[src/rtl/pipeline_buffer_param.sv]
// pipeline_buffer_param: stallable, flushable delay line with run-time tap select and fill tracking
module pipeline_buffer_param #(
   parameter int WIDTH = 2,
   parameter int DEPTH = 32,
   parameter int SELW  = 5
) (
   input  logic             clock,
   input  logic             reset,
   input  logic [WIDTH-1:0] in,
   input  logic             in_valid,
   input  logic             enable,
   input  logic             flush,
   input  logic [SELW-1:0]  delay_sel,
   output logic [WIDTH-1:0] out,
   output logic             out_valid,
   output logic [SELW:0]    fill_count,
   output logic             primed
);
   localparam logic [SELW-1:0] TMAX = SELW'(DEPTH - 1);
   localparam logic [SELW:0]   FMAX = (SELW + 1)'(DEPTH);
   logic [WIDTH-1:0] d_q [DEPTH];
   logic [WIDTH-1:0] d_d [DEPTH];
   logic [DEPTH-1:0] v_q, v_d;
   logic [SELW:0]    fill_q, fill_d;
   logic [SELW-1:0]  tap;
   always_comb begin
      d_d    = d_q;
      v_d    = v_q;
      fill_d = fill_q;
      if (flush) begin
         d_d    = '{default: '0};
         v_d    = '0;
         fill_d = '0;
      end else if (enable) begin
         d_d[0] = in;
         for (int k = 1; k < DEPTH; k++) d_d[k] = d_q[k-1];
         v_d    = {v_q[DEPTH-2:0], in_valid};
         fill_d = (fill_q == FMAX) ? fill_q : fill_q + 1'b1;
      end
   end
   always_ff @(posedge clock) begin
      if (reset) begin
         d_q    <= '{default: '0};
         v_q    <= '0;
         fill_q <= '0;
      end else begin
         d_q    <= d_d;
         v_q    <= v_d;
         fill_q <= fill_d;
      end
   end
   // out-of-range selects clamp to the last stage rather than wrapping
   assign tap        = (delay_sel > TMAX) ? TMAX : delay_sel;
   assign out        = d_q[tap];
   assign out_valid  = v_q[tap];
   assign fill_count = fill_q;
   assign primed     = fill_q > {1'b0, tap};
endmodule

[config.mk]
export PLATFORM = sky130hd
export DESIGN_NAME = pipeline_buffer_param
export DESIGN_NICKNAME = d
export VERILOG_FILES = /design/src/rtl/pipeline_buffer_param.sv
export SDC_FILE = /design/constraint.sdc
export NUM_CORES = 1
export LEC_CHECK = 0
export ABC_AREA = 1
export CAP_MARGIN = 20
export CORE_UTILIZATION = 54
export CTS_BUF_LIST = sky130_fd_sc_hd__clkbuf_16
export CTS_CLUSTER_DIAMETER = 120
export DETAILED_ROUTE_END_ITERATION = 10
export PLACE_DENSITY = 0.8
export RECOVER_POWER = 50
export SYNTH_ARGS = -nofsm -noshare
export SYNTH_HDL_FRONTEND = slang
export SYNTH_SLANG_ARGS = --single-unit
export TNS_END_PERCENT = 10
[constraint.sdc]
create_clock -name clock -period 1.7 [get_ports clock]
set_input_delay 0.34 -clock clock [delete_from_list [all_inputs] [get_ports clock]]
set_output_delay 0.34 -clock clock [all_outputs]
set_load 0.01 [all_outputs]
==> metrics.txt <==
Crit Path Class reg2out; Worst R2R End fill_count[5]; hold_sp enable; Port Buf Inserts 21; routability cong. about 0.84; Ant. Diodes 0; Starting Density 56.13%; Critical Path End Type output pin; syn nets around 730; Storage cell area 2059 sq um; CP Max Fanout 3; Rows 33; Clock H-tree levels 3; worst skew pair latency 350 ps; Tmin final 1870 ps; Fmax 534.6 MHz; mapped cell area 4658 sq um; RR Startpoint fill_count[1]; Seq/Total Area, Yosys 43.84%; status finished, violations left; share of the synthesized area in the top cell type 43.84%; Mapped Cells 706; Seq cells post-synth 102; crit path setup slack, layout -170.4 ps; Die Y roughly 95 um; Max Cap Violations 0; Worst EP required 1360 ps; Clock Tree Buf Depth 2; Clock Skew 7.467 ps; DR DRC count 0; total power 5.080 mW; WL final 13.56 mm; fin crit share 110.0%; Overflow after GRT 0; Hold WC Path Type in2reg; Syn. warnings 0; max-slew violations 0; Ports 22; vias in the first global route 4833; largest net degree at the start of global routing 62; Tot GR Track Use a little under a third; CTS tree built; first-pass GRT wire length roughly 22 mm; vias per cell 5.600; worst path arrival time 1530 ps; CP Launch Type flop; Root Buffer clkbuf_16; clock buffer count from CTS 9; register-to-register setup slack 250 ps; Leak 2.448 nW; R2R cell count 8; Die ar. 9002 sq um; total clock sinks 102; Post-DP HPWL 7.617 mm; WHS Path Cells 3; # setup viols final 4; fraction of layout cells with a size suffix above 1 between 20 and 25%; hold_buf cts 0; worst vdd ir between 0.0005 and 0.0006 V; Mapped Avg Cell Area 6.598 sq um; Detail Route Antenna Nets 0; largest area contributor in the netlist dfxtp_1; DR vias 5113; Slew @ Worst Pin 635.7 ps; fillcell total 598; violated checks setup timing; die width approximately 95 um; PwrDens 823.2 nW/um^2; hold path endpoint d_q[59]; unrepaired setup endpoints after global routing yes; post-synth cell types 18; Clock Pin Slew Worst Setup and Hold Paths 70 ps; Area contributors post-synth dfxtp_1 44%, nand2_1 28%, a21oi_1 11%, nand3_1 8.1%, buf_2 2.0%; Layout area overhead 32.47%; total negative slack -303.7 ps; Core Box Area 8299 sq um; initial antenna violation count 0; number of nets in the layout just over 800; slew margin rel. just under 60%; wire length per cell around 15 um; DRT Pass-1 Iters 5; multi-input logic area 2425 sq um; 1st-iter DRT viols 452; Fin. Hold Viols 0
==> synthesized netlist by cell type <==
library cell  count
nor2_1            5
o21ai_0           3
clkinv_1          1
buf_2            19
inv_1            10
o32a_1            1
nand3_1          75
nand2_1         342
nand4_1           1
inv_2             3
a21oi_1         104
ha_1              7
nor3_1            2
buf_1             3
clkbuf_1         22
dfxtp_1         102
buf_4             4
xor2_1            2
==> critical path, stage by stage (launching register included) <==
cell and delay (ps):
dfxtp_1 320, ha_1 300, nand2_2 80, o32a_1 350, buf_2 150
==> how the worst max path moves through the flow <==
stage	startpoint	to	slack [ps]	depth (start not counted)
after floorplan	delay_sel[1]	primed	6	7
after global placement	delay_sel[4]	primed	-780	7
after detailed placement	delay_sel[1]	out_valid	-800	11
after CTS	fill_count[0]	primed	-150	5
after global routing	fill_count[4]	primed	-200	4
final	fill_count[4]	primed	-170	4
==> where the power goes <==
part           internal, mW  switching [mW]  total, mW  leakage [nW]
combinational         0.177           0.304      0.481          1.47
sequential             2.39         0.00366       2.39         0.827
clock                  1.28           0.922       2.21         0.155
==> metrics by stage <==
step                      util (%)  setup WS, ps  instances  hold slack, ps  instance area (sq um)
after floorplan                  -         6.306        706           440.0                   4661
after global placement       68.40        -782.2        893           450.0                   5677
after detailed placement     68.40        -795.7        893           461.6                   5677
after CTS                    73.87        -151.7        912           340.4                   6131
after global routing         74.36        -201.7        913           385.8                   6171
final                        74.36        -170.4        913           343.9                   6171
==> state kept, by name, summed over array words and instances, names as in the netlist <==
signal      flops
fill_count      6
v_q            32
d_q            64
==> placed cells by master, fill, tap and decap left out, types with 2 or more instances in the layout <==
cell type        netlist  layout
dfxtp_2                0       8
inv_1                 10       8
bufinv_16              0       2
nand3_1               75      73
inv_2                  3       5
nor2_1                 5       5
ha_1                   7       4
clkbuf_16              0       9
nand2_2                0       5
o21ai_0                3       3
ha_4                   0       3
buf_6                  0       4
clkdlybuf4s50_1        0       4
dlymetal6s2s_1         0       3
buf_2                 19       6
buf_4                  4      98
clkbuf_4               0       2
dlygate4sd2_1          0       6
buf_12                 0       7
a21oi_1              104     102
inv_6                  0       2
nand2_1              342     337
xor2_1                 2       2
nand3_2                0       2
dfxtp_4                0       2
dfxtp_1              102      92
buf_16                 0       2
==> metal layers <==
| metal | global-route usage, % | share of wire, % |
|---|---|---|
| met5 | 0 | 0 |
| met3 | 6.844 | 7.2 |
| met2 | 53.54 | 50 |
| met1 | 36.61 | 38 |
| met4 | 19.70 | 4.5 |
==> cell families (layout without fill, tap and decap cells) <==
group                    after synthesis  count (layout)  synth area share, %
AO/OA/AOI/OAI                        108             108                11.71
flip-flops                           102             102                43.84
AND/OR/NAND/NOR                      425             425                36.37
buffers and inverters                 62             164                5.829
adder cells (fa/ha/maj)                7               7                1.880
XOR/XNOR                               2               2               0.3761
==> cell type report <==
cell class / count / area share (%)
clock buffer: 9 / 3.650
clock inverter: 7 / 1.440
inverter: 14 / 1.054
multi-input combinational: 542 / 39.29
sequential: 102 / 33.37
tap: 105 / 2.129
timing repair buffer: 134 / 19.06
==> what timing repair did <==
action / in CTS / in global routing
pin swaps: 7 / 6
cloned: 2 / 0
setup buffers: 1 / 1
resized for setup: 58 / 21
endpoints found under the setup margin: 7 / 7
Note: power is estimated with default switching activity, not from simulation.
==> RTL edit 1: new RTL, same flow settings <==
`v_q` no longer has a reset.
--- a/src/rtl/pipeline_buffer_param.sv
+++ b/src/rtl/pipeline_buffer_param.sv
@@ -41,13 +41,15 @@
    always_ff @(posedge clock) begin
       if (reset) begin
          d_q    <= '{default: '0};
-         v_q    <= '0;
          fill_q <= '0;
       end else begin
          d_q    <= d_d;
-         v_q    <= v_d;
          fill_q <= fill_d;
       end
+   end
+
+   always_ff @(posedge clock) begin
+      v_q <= v_d;
    end
    // out-of-range selects clamp to the last stage rather than wrapping
    assign tap        = (delay_sel > TMAX) ? TMAX : delay_sel;
Check against the original RTL: not equivalent (Yosys sat finds a counterexample within 4 cycles, from zero or initial values; the reset may be asserted at any time).
==> RTL edit 1 against the original RTL <==
  * The run still ends with setup timing left
  * Global-route usage is 0.40 points lower
  * Design area barely moved
  * Synthesized cell count grew 0.14%
  * Sequential cell count unchanged
  * Hold slack improved by 14 ps
  * Final cell count down 0.44%
  * Wire length increased by 4.6%
  * Clock skew about the same
  * Die area barely moved
  * Setup slack lost 34 ps
  * Critical path depth unchanged
  * Synthesized area is essentially flat
  * Total power rose by 5.0%
==> RTL edit 1: results (changes against the original RTL) <==
status: complete, but fails checks
violated checks: setup timing
xor-xnor portion of the synthesized cell area: 0.3757% (about the same)
DP Wirelength: 7.956 mm (+4.5%)
Worst VDD drop: 0.4764 mV (-19%)
clk tree area frac: 5.048% (-0.042 points)
top cells by count, synth: nand2_1, dfxtp_1, nand3_1
WL met1: 5.639 mm (+8.5%)
cts repair resizes: 64 (+10%)
Worst Tran Pin Value: 749.0 ps (+113.3 ps)
sw power: 1351 uW (+9.9%)
TritonRoute pass-1 iters: 7 (+2)
area of the multi-input gates: 0.002431 mm2 (+0.26%)
postcts setup bufs: 3 (+2)
1st-iter DRT viols: 456 (+0.88%)
Avg Cell Area, Syn: 6.594 um2 (about the same)
Signal buf overhead: 18.91% (-0.15 points)
Setup TNS: -438.7 ps (-135.0 ps)
skew final: 7.597 ps (+0.1303 ps)
Compound-Gate Fraction of Synth Area: 11.70% (about the same)
Total GRT Usage: 31.39% (-0.40 points)
setup violators final: 4 (unchanged)
met3 GRT Util: 7.568% (+0.72 points)
GRT met2 Usage: 54.62% (+1.1 points)
Cell Area, Synth: 0.004662 mm2 (about the same)
Inverters: 15 (+1)
multi-input gate share of the layout cell area: 39.39% (+0.093 points)
met1 usage: 35.37% (-1.2 points)
Power Combinational: 635 uW (+32%)
gpl congestion: 0.8439 (+0.63%)
Syn Nets: 726 (+0.14%)
pre-CTS setup slack: -810.5 ps (-14.77 ps)
post-layout worst setup margin: -204.1 ps (-33.64 ps)
dpl cell area: 0.005635 mm2 (-0.73%)
==> RTL edit 1: cell count changes in the layout (fill, tap and decap cells not counted), sizes merged <==
cell,delta
clkdlybuf4s15,+1
nand2,-64
dlygate4sd2,-1
clkbuf,+1
a21oi,-32
buf,-5
nor2,+64
clkinvlp,-1
clkinv,+1
o21ai,+32
==> RTL edit 1: final timing paths <==
| check | from | endpoint | slack (ps) | depth (start not counted) |
|---|---|---|---|---|
| hold / removal | enable | d_q[26]$_SDFFE_PP0P_ | 360 | 3 |
| setup / recovery | fill_count[1]$_SDFFE_PP0P_ | primed | -200 | 4 |
| hold reg to reg | d_q[1]$_SDFFE_PP0P_ | d_q[1]$_SDFFE_PP0P_ | 470 | 2 |
| setup reg to reg | fill_count[0]$_SDFFE_PP0P_ | fill_count[3]$_SDFFE_PP0P_ | 110 | 11 |
==> RTL edit 2: new RTL, same flow settings <==
Without the edit above. `DEPTH`: 32 -> 64.
--- a/src/rtl/pipeline_buffer_param.sv
+++ b/src/rtl/pipeline_buffer_param.sv
@@ -1,7 +1,7 @@
 // pipeline_buffer_param: stallable, flushable delay line with run-time tap select and fill tracking
 module pipeline_buffer_param #(
    parameter int WIDTH = 2,
-   parameter int DEPTH = 32,
+   parameter int DEPTH = 64,
    parameter int SELW  = 5
 ) (
    input  logic             clock,
Check against the original RTL: not equivalent (Yosys sat finds a counterexample within 4 cycles, from zero or initial values).
==> RTL edit 2 against the original RTL <==
  * The flow still finishes with violations (setup timing)
  * Wire length rose by 2.0%
  * Hold slack improved by 130 ps
  * Critical path depth rose by 5
  * Total power fell by 3.0%
  * Clock power fell by 7%
  * First-iteration DRC count fell by 1.3%
  * Sequential cell count did not move
  * Setup slack improved by 24 ps
  * Synthesized area barely moved
  * Design area rose by 1.6%
  * Largest power group unchanged
==> RTL edit 2: results (changes against the original RTL) <==
status: complete, but fails checks
violated checks: setup timing
share of layout cells above drive strength 1: 22.17% (+1.9 points)
DP Wirelength: 7.900 mm (+3.7%)
via count: 5214 (+2.0%)
r2r worst-path depth: 10 (+2)
CP Max Fanout: 2 (-1)
post-layout worst setup margin: -146.2 ps (+24.27 ps)
met3 GRT Util: 5.958% (-0.89 points)
skew final: 4.604 ps (-2.862 ps)
1st-iter DRT viols: 446 (-1.3%)
Leakage: 0.002490 uW (+1.7%)
FF-to-FF setup slack: 10 ps (-240 ps)
gpl congestion: 0.8199 (-2.2%)
Compound-Gate Fraction of Synth Area: 11.71% (about the same)
reg2reg end: fill_count[3]$_SDFFE_PP0P_
Area contributors post-synth: dfxtp_1, nand2_1, a21oi_1, nand3_1, buf_2
Critical Path AT: 1510 ps (-20 ps)
Worst Tran Pin Value: 835.7 ps (+200.0 ps)
setup violators final: 4 (unchanged)
Syn Nets: 726 (+0.14%)
Avg WL per Cell: 14.93 um (+0.57%)
reg2reg start: fill_count[0]$_SDFFE_PP0P_
top cells by count, synth: nand2_1, a21oi_1, dfxtp_1
largest net degree at the start of global routing: 74 (+19%)
global-route wire length before repair: 21.65 mm (-2.0%)
Pint: 3710 uW (-3.6%)
-- RTL edit 2: cell count changes after synthesis --
| cell | unedited run | this run |
|---|---|---|
| buf_1 | 3 | 4 |
| inv_1 | 10 | 11 |
| xor2_1 | 2 | 1 |
| buf_2 | 19 | 18 |
| nand3_1 | 75 | 76 |
-- RTL edit 2: worst max-delay path by stage --
stage | from | end | slack [ps] | depth (start not counted)
after floorplan | delay_sel[1] | primed | 6 | 7
after global placement | delay_sel[4] | primed | -820 | 7
after detailed placement | delay_sel[1] | out[1] | -810 | 11
after CTS | fill_count[0]$_SDFFE_PP0P_ | primed | -150 | 5
after global routing | v_q[19]$_SDFFE_PP0P_ | out_valid | -190 | 9
final | v_q[18]$_SDFFE_PP0P_ | out_valid | -150 | 9
-- RTL edit 2: critical path: cells and delay by family, from the launching register on --
family,cells,cell delay [ps]
simple gates,8,670
buf+inv,1,140
flops,1,360
-- RTL edit 2: routing by layer --
layer  vias up  share of wire, %
met4         0               4.8
met5         -                 0
met2       213                49
met1      2436                40
met3        70               6.4
li1       2495                 -
-- RTL edit 2: area by class of cell --
type	instances	area, um2	share of cell area, %
inverter	15	71.32	1.137
tap	105	131.4	2.095
sequential	102	2062	32.87
clock inverter	7	71.32	1.137
multi-input combinational	542	2426	38.68
timing repair buffer	146	1285	20.49
clock buffer	9	225.2	3.591
-- RTL edit 2: power by group through the flow --
stage / sequential, uW / clock, uW / combinational (uW)
after detailed placement: 2450 / 0 / 397
after global routing: 2390 / 2190 / 498
after global placement: 2450 / 0 / 393
after CTS: 2390 / 2080 / 450
after floorplan: 2450 / 0 / 241
final: 2390 / 2060 / 470
-- RTL edit 2: what timing repair did --
action	in CTS	in global routing
pin swaps	5	5
setup endpoints to repair	6	7
resized for setup	55	33
cloned	3	0
setup buffers	4	0
-- RTL edit 2: cell families after synthesis --
logic type,Yosys count
AO/OA/AOI/OAI,108
XOR/XNOR,1
flip-flops,102
AND/OR/NAND/NOR,426
adder cells (fa/ha/maj),7
buffers and inverters,63
-- RTL edit 2: metrics by stage --
stage	utilization, %	hold WS [ps]	setup TNS [ps]	total power [uW]	cells
after floorplan	-	440.0	0	2689	707
after global placement	68.91	450.5	-3214	2841	903
after detailed placement	68.91	466.0	-3226	2845	903
after CTS	74.90	475.6	-439.4	4919	926
after global routing	75.58	489.4	-1001	5082	926
final	75.58	472.8	-414.2	4925	926
